<file path="config.mk">
export PLATFORM = sky130hd
export DESIGN_NAME = alu_exec_unit_flat
export DESIGN_NICKNAME = d
export VERILOG_FILES = /design/src/rtl/alu_exec_unit_if.sv /design/src/rtl/alu_exec_unit.sv /design/src/flat_wrapper.sv
export SDC_FILE = /design/constraint.sdc
export NUM_CORES = 1
export LEC_CHECK = 0
export CORE_MARGIN = 5
export CORE_UTILIZATION = 25
export DETAILED_ROUTE_END_ITERATION = 6
export GPL_TIMING_DRIVEN = 0
export PLACE_DENSITY_LB_ADDON = 0.1
export SKIP_CTS_REPAIR_TIMING = 1
export SLEW_MARGIN = 5
export SYNTH_ARGS = -nofsm -noshare
export SYNTH_HDL_FRONTEND = slang
export SYNTH_SLANG_ARGS = --single-unit
</file>
<file path="constraint.sdc">
create_clock -name clock -period 1.9 [get_ports clock]
set_input_delay 0.38 -clock clock [delete_from_list [all_inputs] [get_ports clock]]
set_output_delay 0.38 -clock clock [all_outputs]
set_load 0.005 [all_outputs]
</file>
<file path="src/rtl/alu_exec_unit_if.sv">
// Operation/result handshake bundle for alu_exec_unit.
//   Request side : in_valid, in_ready, ALUctr, a, b
//   Response side: out_valid, out_ready, result, zero, overflow, illegal
// The master modport is for the upstream/downstream logic that drives requests
// and consumes results. The slave modport is for the ALU itself.
interface alu_exec_unit_if #(
  parameter int unsigned WIDTH = 32
);
  logic             in_valid;
  logic             in_ready;
  logic [2:0]       ALUctr;
  logic [WIDTH-1:0] a;
  logic [WIDTH-1:0] b;
  logic             out_valid;
  logic             out_ready;
  logic [WIDTH-1:0] result;
  logic             zero;
  logic             overflow;
  logic             illegal;

  modport master (
    output in_valid, ALUctr, a, b, out_ready,
    input  in_ready, out_valid, result, zero, overflow, illegal
  );

  modport slave (
    input  in_valid, ALUctr, a, b, out_ready,
    output in_ready, out_valid, result, zero, overflow, illegal
  );
endinterface

</file>
<file path="src/rtl/alu_exec_unit.sv">
// Execute-stage ALU with valid/ready handshakes on both sides. The result and
// flags are registered and held until the consumer takes them.
//   clock   : rising-edge clock
//   reset_n : asynchronous active-low reset
//   bus     : alu_exec_unit_if.slave (request: in_valid/in_ready/ALUctr/a/b,
//             response: out_valid/out_ready/result/zero/overflow/illegal)
// Codes: 000 AND, 001 OR, 010 ADD, 110 SUB, 111 SLT, others illegal.
// Optional macro ALU_MUL_EN: code 011 becomes an unsigned shift-add multiply
// (low WIDTH bits of the product), one bit per cycle, WIDTH cycles in BUSY.
module alu_exec_unit #(
  parameter int unsigned WIDTH = 32
) (
  input  logic             clock,
  input  logic             reset_n,
  alu_exec_unit_if.slave   bus
);

`ifdef ALU_MUL_EN
  localparam int unsigned CntW = (WIDTH > 1) ? $clog2(WIDTH) : 1;
  localparam logic [CntW-1:0] CntLast = CntW'(WIDTH - 1);

  typedef enum logic [1:0] {StIdle, StDone, StBusy} state_e;
`else
  typedef enum logic [1:0] {StIdle, StDone} state_e;
`endif

  state_e           state_q, state_d;
  logic [WIDTH-1:0] result_q, result_d;
  logic             zero_q, zero_d;
  logic             ovf_q, ovf_d;
  logic             ill_q, ill_d;

`ifdef ALU_MUL_EN
  logic [WIDTH-1:0] acc_q, acc_d;
  logic [WIDTH-1:0] mcand_q, mcand_d;
  logic [WIDTH-1:0] mplier_q, mplier_d;
  logic [CntW-1:0]  cnt_q, cnt_d;
  logic             is_mul;
`endif

  logic             in_ready;
  logic             accept;
  logic             sub;
  logic [WIDTH-1:0] b_op;
  logic [WIDTH-1:0] sum;
  logic             add_ovf;
  logic             less;
  logic [WIDTH-1:0] res_op;
  logic             ovf_op;
  logic             ill_op;

  // Shared adder: SUB and SLT both compute a + ~b + 1.
  always_comb begin
    sub     = (bus.ALUctr == 3'b110) || (bus.ALUctr == 3'b111);
    b_op    = sub ? ~bus.b : bus.b;
    sum     = bus.a + b_op + {{(WIDTH-1){1'b0}}, sub};
    add_ovf = (bus.a[WIDTH-1] == b_op[WIDTH-1]) && (sum[WIDTH-1] != bus.a[WIDTH-1]);
    // Sign of the difference is wrong exactly when the subtraction overflowed.
    less    = sum[WIDTH-1] ^ add_ovf;
  end

  // Single-cycle result for the presented code.
  always_comb begin
    res_op = '0;
    ovf_op = 1'b0;
    ill_op = 1'b0;
`ifdef ALU_MUL_EN
    is_mul = 1'b0;
`endif
    case (bus.ALUctr)
      3'b000: res_op = bus.a & bus.b;
      3'b001: res_op = bus.a | bus.b;
      3'b010: begin
        res_op = sum;
        ovf_op = add_ovf;
      end
      3'b110: begin
        res_op = sum;
        ovf_op = add_ovf;
      end
      3'b111: res_op = {{(WIDTH-1){1'b0}}, less};
`ifdef ALU_MUL_EN
      3'b011: is_mul = 1'b1;
`endif
      default: ill_op = 1'b1;
    endcase
  end

  assign in_ready = (state_q == StIdle) || ((state_q == StDone) && bus.out_ready);
  assign accept   = bus.in_valid && in_ready;

  always_comb begin
    state_d  = state_q;
    result_d = result_q;
    zero_d   = zero_q;
    ovf_d    = ovf_q;
    ill_d    = ill_q;
`ifdef ALU_MUL_EN
    acc_d    = acc_q;
    mcand_d  = mcand_q;
    mplier_d = mplier_q;
    cnt_d    = cnt_q;
`endif
    case (state_q)
      StIdle, StDone: begin
        if (accept) begin
`ifdef ALU_MUL_EN
          if (is_mul) begin
            state_d  = StBusy;
            acc_d    = '0;
            mcand_d  = bus.a;
            mplier_d = bus.b;
            cnt_d    = '0;
          end else
`endif
          begin
            state_d  = StDone;
            result_d = res_op;
            zero_d   = (res_op == '0);
            ovf_d    = ovf_op;
            ill_d    = ill_op;
          end
        end else if ((state_q == StDone) && bus.out_ready) begin
          state_d = StIdle;
        end
      end
`ifdef ALU_MUL_EN
      StBusy: begin
        // Add the multiplicand when the current multiplier LSB is set; the
        // multiplicand walks left so bits above WIDTH fall off naturally.
        acc_d    = acc_q + (mplier_q[0] ? mcand_q : '0);
        mcand_d  = mcand_q << 1;
        mplier_d = mplier_q >> 1;
        cnt_d    = cnt_q + 1'b1;
        if (cnt_q == CntLast) begin
          state_d  = StDone;
          result_d = acc_d;
          zero_d   = (acc_d == '0);
          ovf_d    = 1'b0;
          ill_d    = 1'b0;
        end
      end
`endif
      default: state_d = StIdle;
    endcase
  end

  always_ff @(posedge clock or negedge reset_n) begin
    if (!reset_n) begin
      state_q  <= StIdle;
      result_q <= '0;
      zero_q   <= 1'b0;
      ovf_q    <= 1'b0;
      ill_q    <= 1'b0;
    end else begin
      state_q  <= state_d;
      result_q <= result_d;
      zero_q   <= zero_d;
      ovf_q    <= ovf_d;
      ill_q    <= ill_d;
    end
  end

`ifdef ALU_MUL_EN
  always_ff @(posedge clock or negedge reset_n) begin
    if (!reset_n) begin
      acc_q    <= '0;
      mcand_q  <= '0;
      mplier_q <= '0;
      cnt_q    <= '0;
    end else begin
      acc_q    <= acc_d;
      mcand_q  <= mcand_d;
      mplier_q <= mplier_d;
      cnt_q    <= cnt_d;
    end
  end
`endif

  assign bus.in_ready  = in_ready;
  assign bus.out_valid = (state_q == StDone);
  assign bus.result    = result_q;
  assign bus.zero      = zero_q;
  assign bus.overflow  = ovf_q;
  assign bus.illegal   = ill_q;

endmodule

</file>
<file path="src/flat_wrapper.sv">
// flat-port wrapper written by rule: the top's interface ports become plain ports
module alu_exec_unit_flat 
#(
  parameter int unsigned WIDTH = 32
)
  (clock, reset_n, bus_in_valid, bus_ALUctr, bus_a, bus_b, bus_out_ready, bus_in_ready, bus_out_valid, bus_result, bus_zero, bus_overflow, bus_illegal);
  alu_exec_unit_if #(.WIDTH(WIDTH)) bus_i ();
  input  logic clock;
  input  logic reset_n;
  input wire logic [$bits(bus_i.in_valid)-1:0] bus_in_valid;
  input wire logic [$bits(bus_i.ALUctr)-1:0] bus_ALUctr;
  input wire logic [$bits(bus_i.a)-1:0] bus_a;
  input wire logic [$bits(bus_i.b)-1:0] bus_b;
  input wire logic [$bits(bus_i.out_ready)-1:0] bus_out_ready;
  output wire logic [$bits(bus_i.in_ready)-1:0] bus_in_ready;
  output wire logic [$bits(bus_i.out_valid)-1:0] bus_out_valid;
  output wire logic [$bits(bus_i.result)-1:0] bus_result;
  output wire logic [$bits(bus_i.zero)-1:0] bus_zero;
  output wire logic [$bits(bus_i.overflow)-1:0] bus_overflow;
  output wire logic [$bits(bus_i.illegal)-1:0] bus_illegal;
  assign bus_i.in_valid = bus_in_valid;
  assign bus_i.ALUctr = bus_ALUctr;
  assign bus_i.a = bus_a;
  assign bus_i.b = bus_b;
  assign bus_i.out_ready = bus_out_ready;
  assign bus_in_ready = bus_i.in_ready;
  assign bus_out_valid = bus_i.out_valid;
  assign bus_result = bus_i.result;
  assign bus_zero = bus_i.zero;
  assign bus_overflow = bus_i.overflow;
  assign bus_illegal = bus_i.illegal;
  alu_exec_unit #(.WIDTH(WIDTH)) u_core (.clock(clock), .reset_n(reset_n), .bus(bus_i));
endmodule
</file>
==> summary.md, run 1 <==
| Metric | Value |
|---|---|
| Final cell count without fillers | 947 |
| Effective utilization at floorplan | 0.256 |
| Syn avg cell area | between 7 and 8 um2 |
| Kind of critical path | in -> reg |
| Drt pass-1 iters | 4 |
| Horizontal die dimension | 143 um |
| Clock tree from TritonCTS | yes |
| Cell count of the worst reg-to-reg path | 9 |
| Overflow left after global routing | 0 |
| Startpoint Class | input pin |
| Layout Area Growth over Synthesis | 72.0% |
| Post-Place Cell Area | 0.00598 mm2 |
| Worst EP arrival | approximately 3700 ps |
| Worst Setup SP | bus_ALUctr[1] |
| Post-route cell area | 0.00764 mm2 |
| Flip-flop and latch count after synthesis | 36 |
| Fin. max-slew vios | 0 |
| Total clock buffers created by CTS | 5 |
| Power density cells | 610 mW/mm2 |
| Run status | finished, violations left |
| Cell area after technology mapping | 0.00444 mm2 |
| Setup-violating endpoint count in the final report | 33 |
| Worst slew pin tran | approximately 800 ps |
| Post-place setup slack | -2800 ps |
| Antenna violations before repair | 0 |
| Root buffer selected by CTS | sky130_fd_sc_hd__clkbuf_16 |
| Clk buf depth | 2 |
| Worst IR drop on VDD | 552 uV |
| Minimum setup slack among reg-to-reg paths | -650 ps |
| Count of routing violations after the opening detailed-route iteration | between 200 and 300 |
| WP buf/inv | 5 |
| Switching fraction of total power | 0.383 |
| Number of placed I/O pins | about 110 |
| Final critical path time including I/O delays and setup | between 3000 and 4000 ps |
| Post-route setup slack | -1630 ps |
| Violations in the final reports | setup timing |
| Internal power contribution | 2.88 mW |
| Total core area | 0.0174 mm2 |
| Gate family responsible for the most delay along the worst path | compound AO/OA/AOI/OAI gates |
| CP max-delay cell | sky130_fd_sc_hd__a211oi_4 |
| Largest net degree at the start of global routing | 37 |
| Instance count on the critical path | 18 |
| Clock latency on the worst-skew pair | roughly 280 ps |
| Die height | 143 um |
| Count of maximum capacitance violations | 0 |
| Proportion of synthesized chip area in sequential cells | 0.203 |
| Detail-routed via count per cell | 5.13 |
| Via count of the first global-routing pass | 4687 |
| Number of failing hold endpoints at the final stage | 0 |
| Post-synthesis async set-or-reset flop share | 1.00 |
| Syn nets | approximately 670 |
| WP data required | between 2000 and 2500 ps |
| Headroom to the max-slew limit | 0.479 |
| Capturing point of the worst reg2reg path | u_core.bus.zero$_DFFE_PN0P_ |
| Share of layout cells above drive strength 1 | 0.343 |
| Sequential cell fraction of total power | 0.200 |
| Worst stage delay on the critical path | 390 ps |
| Leak pwr | roughly 3.1 nW |
| Max Freq | 0.283 GHz |
| Class of the worst hold path | in -> async |
| Most common library cell in the layout ignoring fill and taps | sky130_fd_sc_hd__clkdlybuf4s50_1 |
| Total number of yosys warnings | 0 |
| Synthesized instance count | 557 |
| Total track usage | 0.169 |
| Most used cells in the layout excluding fill and tap cells | sky130_fd_sc_hd__clkdlybuf4s50_1, sky130_fd_sc_hd__nand2_1, sky130_fd_sc_hd__buf_4 |
| Number of enable-type register cells in the synthesized netlist | 0 |
| # diodes | 0 |
| Cell count after placement | just under 900 |
| Sum of routed wire length over all layers | 18.6 mm |
| Level count of the clock H-tree | 2 |
| Number of unique standard cell types used by synthesis | 69 |
| Worst setup path end | u_core.bus.zero$_DFFE_PN0P_ |
| Filler Cell Count | ~1700 |
| HPWL after DPL | about 15 mm |
| Routed wire length per instance | 19.6 um |
| Final antenna-violating net count | 0 |
| Layout net count | 830 |
| Number of sinks driven by the clock tree | 36 |
| Predominant post-synthesis flop cell | sky130_fd_sc_hd__dfrtp_1 |
| Total number of vias | 4862 |
| RSZ-0062 raised after global routing | true |
| DRC violation count after routing | 0 |
| Gpl congestion | 0.913 |
| Worst setup EP type | register |
| Wire length of the first global-routing pass | 27.1 mm |
| Power share of the clock group | 0.180 |
| Row cnt | 48 |
| Skew final | 3.99 ps |
| Critical path fanouts, max | 8 |
| Setup_tns | -27300 ps |
| Cell breakdown of the critical path | buf_6 > clkbuf_16 > nand2_8 > buf_4 > clkbuf_16 > xnor2_1 > ha_1 > buf_4 > a21oi_4 > a21boi_0 > a311o_1 > o211a_1 > a211oi_4 > xor2_1 > o22ai_2 > a21oi_4 > and3_1 > a32o_2 |
| Floorplan die area | ~0.021 mm2 |
| Share of the clock period used by the worst path | 1.86 |
| Clock-pin slew on the worst setup and hold paths | 50 ps |
| Net Switching | 1.79 mW |
| Combinational Power Share | 0.621 |
| Port-buffer cells | ~110 |
| Post-layout total power | between 4 and 5 mW |
| Reg-to-Reg Start | u_core.state_q[0]$_DFFE_PN0P_ |
-- how the worst min path moves through the flow --
stage | startpoint | to | slack [ps] | depth (start not counted)
after floorplan | reset_n | u_core.bus.illegal$_DFFE_PN0P_ | 80 | 0
after global placement | u_core.bus.result[17]$_DFFE_PN0P_ | u_core.bus.result[17]$_DFFE_PN0P_ | 470 | 2
after detailed placement | u_core.bus.result[16]$_DFFE_PN0P_ | u_core.bus.result[16]$_DFFE_PN0P_ | 470 | 2
after CTS | reset_n | u_core.state_q[0]$_DFFE_PN0P_ | 210 | 1
after global routing | reset_n | u_core.state_q[0]$_DFFE_PN0P_ | 260 | 1
final | reset_n | u_core.bus.result[10]$_DFFE_PN0P_ | 180 | 1
-- layout make-up --
| cell class | count | area, um2 | area share |
|---|---|---|---|
| plain buffers | 31 | 303 | 0.0396 |
| clock buffers | 7 | 153 | 0.0200 |
| inverters | 8 | 30.0 | 0.00393 |
| multi-input cells | 477 | 4400 | 0.576 |
| flip-flops and latches | 36 | 901 | 0.118 |
| well taps | 225 | 282 | 0.0368 |
| repair buffers | 163 | 1580 | 0.206 |
-- flip-flops by register name (all words and copies together), names as in the netlist --
| name | cells |
|---|---|
| u_core.bus.result | 32 |
| u_core.bus.illegal | 1 |
| u_core.bus.overflow | 1 |
| u_core.bus.zero | 1 |
| u_core.state_q | 1 |
-- logic make-up (layout without fill, tap and decap cells) --
logic type	after synthesis	in the layout	share of synthesized area
AO/OA/AOI/OAI	197	197	0.298
AND/OR/NAND/NOR	158	158	0.179
adder cells (fa/ha/maj)	64	64	0.167
XOR/XNOR	56	56	0.110
buffers and inverters	44	209	0.0386
flip-flops	36	36	0.203
multiplexers	2	2	0.00450
-- power by group through the flow --
stage,clock network [mW],registers (mW),logic [mW]
2_1_floorplan,0,0.942,1.29
3_5_place_dp,0,0.944,2.11
3_3_place_gp,0,0.942,2.10
4_1_cts,0.861,0.931,2.12
6_report,0.838,0.930,2.89
5_1_grt,0.885,0.944,3.11
-- routing by layer --
layer	vias up	track usage	routed length (um)
met3	12	0.0193	937
met4	0	0.0377	201
met5	-	0	0
met2	118	0.278	8810
li1	2394	-	-
met1	2338	0.241	8640
-- worst reg2reg max path, delay by kind of cell, from the launching register on --
kind / cells / cell delay [ps]
AOI/OAI and AO/OA: 2 / 490
DFF: 1 / 400
and+or+nand+nor: 7 / 1600
-- Yosys cell counts, types with 3 or more instances --
| cell type | number | area (um2) |
|---|---|---|
| sky130_fd_sc_hd__xor2_1 | 8 | 70.1 |
| sky130_fd_sc_hd__a21oi_1 | 47 | 235 |
| sky130_fd_sc_hd__maj3_1 | 27 | 270 |
| sky130_fd_sc_hd__o211a_1 | 4 | 40.0 |
| sky130_fd_sc_hd__nor2b_1 | 4 | 25.0 |
| sky130_fd_sc_hd__a22o_1 | 14 | 123 |
| sky130_fd_sc_hd__dfrtp_1 | 36 | 901 |
| sky130_fd_sc_hd__a221oi_1 | 6 | 52.6 |
| sky130_fd_sc_hd__and2_1 | 6 | 37.5 |
| sky130_fd_sc_hd__and3_1 | 8 | 50.1 |
| sky130_fd_sc_hd__nor2_1 | 27 | 101 |
| sky130_fd_sc_hd__inv_1 | 8 | 30.0 |
| sky130_fd_sc_hd__nor3_1 | 3 | 15.0 |
| sky130_fd_sc_hd__a22oi_1 | 7 | 52.6 |
| sky130_fd_sc_hd__clkbuf_1 | 27 | 101 |
| sky130_fd_sc_hd__buf_1 | 6 | 22.5 |
| sky130_fd_sc_hd__o21bai_1 | 3 | 22.5 |
| sky130_fd_sc_hd__nand4_1 | 13 | 81.3 |
| sky130_fd_sc_hd__nand2_1 | 62 | 233 |
| sky130_fd_sc_hd__nand3_1 | 4 | 20.0 |
| sky130_fd_sc_hd__ha_1 | 36 | 450 |
| sky130_fd_sc_hd__or2_2 | 6 | 37.5 |
| sky130_fd_sc_hd__nor4_1 | 5 | 31.3 |
| sky130_fd_sc_hd__o21ai_0 | 52 | 260 |
| sky130_fd_sc_hd__o211ai_1 | 5 | 37.5 |
| sky130_fd_sc_hd__nand2b_1 | 5 | 31.3 |
| sky130_fd_sc_hd__o21a_1 | 11 | 82.6 |
| sky130_fd_sc_hd__xnor2_1 | 48 | 420 |
| sky130_fd_sc_hd__a211oi_1 | 10 | 75.1 |
| sky130_fd_sc_hd__o22ai_1 | 5 | 31.3 |
| sky130_fd_sc_hd__a21o_1 | 6 | 45.0 |
-- stage by stage --
stage	hold WS, ps	util
CTS	215	0.353
detailed placement	470	0.344
global route	257	0.440
floorplan	84.4	-
global placement	469	0.345
finish	180	0.440
Note: power is estimated with default switching activity, not from simulation.
==> inputs of run 2 (changes only) <==
- ABC_CLOCK_PERIOD_IN_PS: unset -> 1900
- TNS_END_PERCENT: unset -> 5
==> run 2 against run 1 <==
Effect of this change:
- setup slack got worse by 17 ps
- clock skew fell by 1.5 ps
- routed wire length fell by 2.3%
- sequential cell count did not move
- register-to-register slack barely moved
- clock power fell by 3.3%
- non-clock buffer count fell by 41
- die area did not move
- the flow still finishes with violations (setup timing)
- sequential share of layout area rose by 2.1 points
- critical endpoint unchanged
- first-iteration DRC count rose by 2.8%
- global-route usage barely moved
==> summary.md, run 2 (same netlist as run 1, synthesis figures left out) <==
| Metric | Value |
|---|---|
| Number of failing hold endpoints at the final stage | 0 (unchanged) |
| Most used cells in the layout excluding fill and tap cells | sky130_fd_sc_hd__clkdlybuf4s50_1, sky130_fd_sc_hd__nand2_1, sky130_fd_sc_hd__xnor2_1 (was sky130_fd_sc_hd__clkdlybuf4s50_1, sky130_fd_sc_hd__nand2_1, sky130_fd_sc_hd__buf_4) |
| Max reg flops | 32 (unchanged) |
| Worst setup EP type | register (unchanged) |
| WP data required | 2120 ps (was 2070 ps) |
| RSZ-0062 raised after global routing | true (unchanged) |
| Clock latency on the worst-skew pair | 280 ps (about the same) |
| Cell count of the worst reg-to-reg path | 9 (unchanged) |
| Routed wire length per instance | 20.0 um (was 19.6 um) |
| Effective utilization at floorplan | 0.256 (unchanged) |
| Final core area utilization | 0.374 (was 0.440) |
| Share of the clock period used by the worst path | 1.87 (was 1.86) |
| Via count of the first global-routing pass | 4763 (was 4687) |
| Max Freq | 0.282 GHz (was 0.283 GHz) |
| Run status | finished, violations left (unchanged) |
| Drt pass-1 iters | 5 (was 4) |
| Layout Area Growth over Synthesis | 46.0% (was 72.0%) |
| Detail-routed via count per cell | 5.18 (was 5.13) |
| Post-layout total power | 4.04 mW (was 4.66 mW) |
| DRC violation count after routing | 0 (unchanged) |
| Gpl congestion | 0.888 (was 0.913) |
| Total clock buffers created by CTS | 5 (unchanged) |
| Share of layout cells above drive strength 1 | 0.173 (was 0.343) |
| Skew final | 2.47 ps (was 3.99 ps) |
| Wire length of the first global-routing pass | 27.2 mm (was 27.1 mm) |
| Sum of routed wire length over all layers | 18.2 mm (was 18.6 mm) |
| Power density cells | 622 mW/mm2 (was 610 mW/mm2) |
| Worst Hold Margin | 184 ps (was 180 ps) |
| Clock-pin slew on the worst setup and hold paths | 50 ps (about the same) |
| CP max-delay cell | sky130_fd_sc_hd__clkdlybuf4s50_1 (was sky130_fd_sc_hd__a211oi_4) |
| Port-buffer cells | 105 (unchanged) |
| Class of the worst hold path | in -> async (unchanged) |
| Leak pwr | 2.54 nW (was 3.06 nW) |
| Violations in the final reports | setup timing (unchanged) |
| Die height | 143 um (unchanged) |
| Post-place setup slack | -2910 ps (was -2800 ps) |
| Total core area | 0.0174 mm2 (unchanged) |
| Largest net degree at the start of global routing | 37 (unchanged) |
| Setup-violating endpoint count in the final report | 33 (unchanged) |
| Cell count after placement | 887 (unchanged) |
| Worst stage delay on the critical path | 460 ps (was 390 ps) |
| Total number of vias | 4698 (was 4862) |
| Post-Place Cell Area | 0.00583 mm2 (was 0.00598 mm2) |
| Total track usage | 0.169 (about the same) |
| Clock tree from TritonCTS | yes (unchanged) |
| Count of maximum capacitance violations | 0 (unchanged) |
| Final critical path time including I/O delays and setup | 3550 ps (was 3530 ps) |
| Worst IR drop on VDD | 537 uV (was 552 uV) |
| Kind of critical path | in -> reg (unchanged) |
| Startpoint Class | input pin (unchanged) |
| HPWL after DPL | 14.6 mm (was 14.7 mm) |
| Worst EP arrival | 3760 ps (was 3700 ps) |
| Floorplan die area | 0.0205 mm2 (unchanged) |
| WP buf/inv | 1 (was 5) |
| Most common library cell in the layout ignoring fill and taps | sky130_fd_sc_hd__clkdlybuf4s50_1 (unchanged) |
| Instance count on the critical path | 13 (was 18) |
| Post-route setup slack | -1650 ps (was -1630 ps) |
| Final cell count without fillers | 907 (was 947) |
| # diodes | 0 (unchanged) |
| Clk buf depth | 2 (unchanged) |
| Overflow left after global routing | 0 (unchanged) |
| Root buffer selected by CTS | sky130_fd_sc_hd__clkbuf_16 (unchanged) |
| Post-route cell area | 0.00649 mm2 (was 0.00764 mm2) |
| Filler Cell Count | 1805 (was 1685) |
| Gate family responsible for the most delay along the worst path | simple AND/OR/NAND/NOR gates (was compound AO/OA/AOI/OAI gates) |
| Count of routing violations after the opening detailed-route iteration | 257 (was 250) |
| Layout net count | 789 (was 830) |
| Antenna violations before repair | 0 (unchanged) |
| Row cnt | 48 (unchanged) |
| Final antenna-violating net count | 0 (unchanged) |
| Worst slew pin tran | 783 ps (was 782 ps) |
| Horizontal die dimension | 143 um (unchanged) |
| Critical path fanouts, max | 4 (was 8) |
| Headroom to the max-slew limit | 0.478 (was 0.479) |
| Level count of the clock H-tree | 2 (unchanged) |
| Number of placed I/O pins | 108 (unchanged) |
| Number of sinks driven by the clock tree | 36 (unchanged) |
| Setup_tns | -29880 ps (was -27300 ps) |
| Fin. max-slew vios | 0 (unchanged) |
| Cell breakdown of the critical path | clkdlybuf4s50_1 > xnor2_1 > ha_1 > or2_2 > o21a_4 > nor2_4 > xnor2_2 > a2111o_1 > or4_4 > nor4_4 > nand4_1 > nor4_2 > a32o_2 (was buf_6 > clkbuf_16 > nand2_8 > buf_4 > clkbuf_16 > xnor2_1 > ha_1 > buf_4 > a21oi_4 > a21boi_0 > a311o_1 > o211a_1 > a211oi_4 > xor2_1 > o22ai_2 > a21oi_4 > and3_1 > a32o_2) |
-- run 2: cell count changes in the layout (fill, tap and decap cells not counted), sizes merged --
| cell | change |
|---|---|
| clkbuf | +3 |
| clkdlybuf4s50 | +8 |
| buf | -43 |
| dlymetal6s2s | -8 |
-- run 2: final timing paths --
check | from | end | slack [ps]
setup / recovery | bus_b[3] | u_core.bus.zero$_DFFE_PN0P_ | -1650
hold / removal | reset_n | u_core.state_q[0]$_DFFE_PN0P_ | 180
setup reg to reg | u_core.state_q[0]$_DFFE_PN0P_ | u_core.bus.zero$_DFFE_PN0P_ | -640
hold reg to reg | u_core.bus.result[17]$_DFFE_PN0P_ | u_core.bus.result[17]$_DFFE_PN0P_ | 480
max in group asynchronous | reset_n | u_core.bus.result[24]$_DFFE_PN0P_ | 1220
min in group clock | u_core.bus.result[17]$_DFFE_PN0P_ | u_core.bus.result[17]$_DFFE_PN0P_ | 480
-- run 2: metal layers --
layer	vias to the layer above	global-route usage	wire length [um]
met4	0	0.0322	224
li1	2310	-	-
met2	135	0.272	8200
met5	-	0	0
met3	15	0.0110	927
met1	2238	0.253	8820
-- run 2: report_power, final --
part	leakage, nW	internal [mW]	total (mW)	switching [mW]
clock	0.0712	0.522	0.810	0.288
combinational	1.99	1.08	2.30	1.22
sequential	0.474	0.870	0.930	0.0603
-- run 2: area by class of cell --
class / count / area [um2] / area share
Sequential cell: 36 / 901 / 0.139
Timing Repair Buffer: 125 / 1220 / 0.189
Multi-Input combinational cell: 477 / 3720 / 0.573
Tap cell: 225 / 282 / 0.0434
Buffer: 28 / 186 / 0.0287
Clock buffer: 8 / 146 / 0.0226
Inverter: 8 / 30.0 / 0.00463
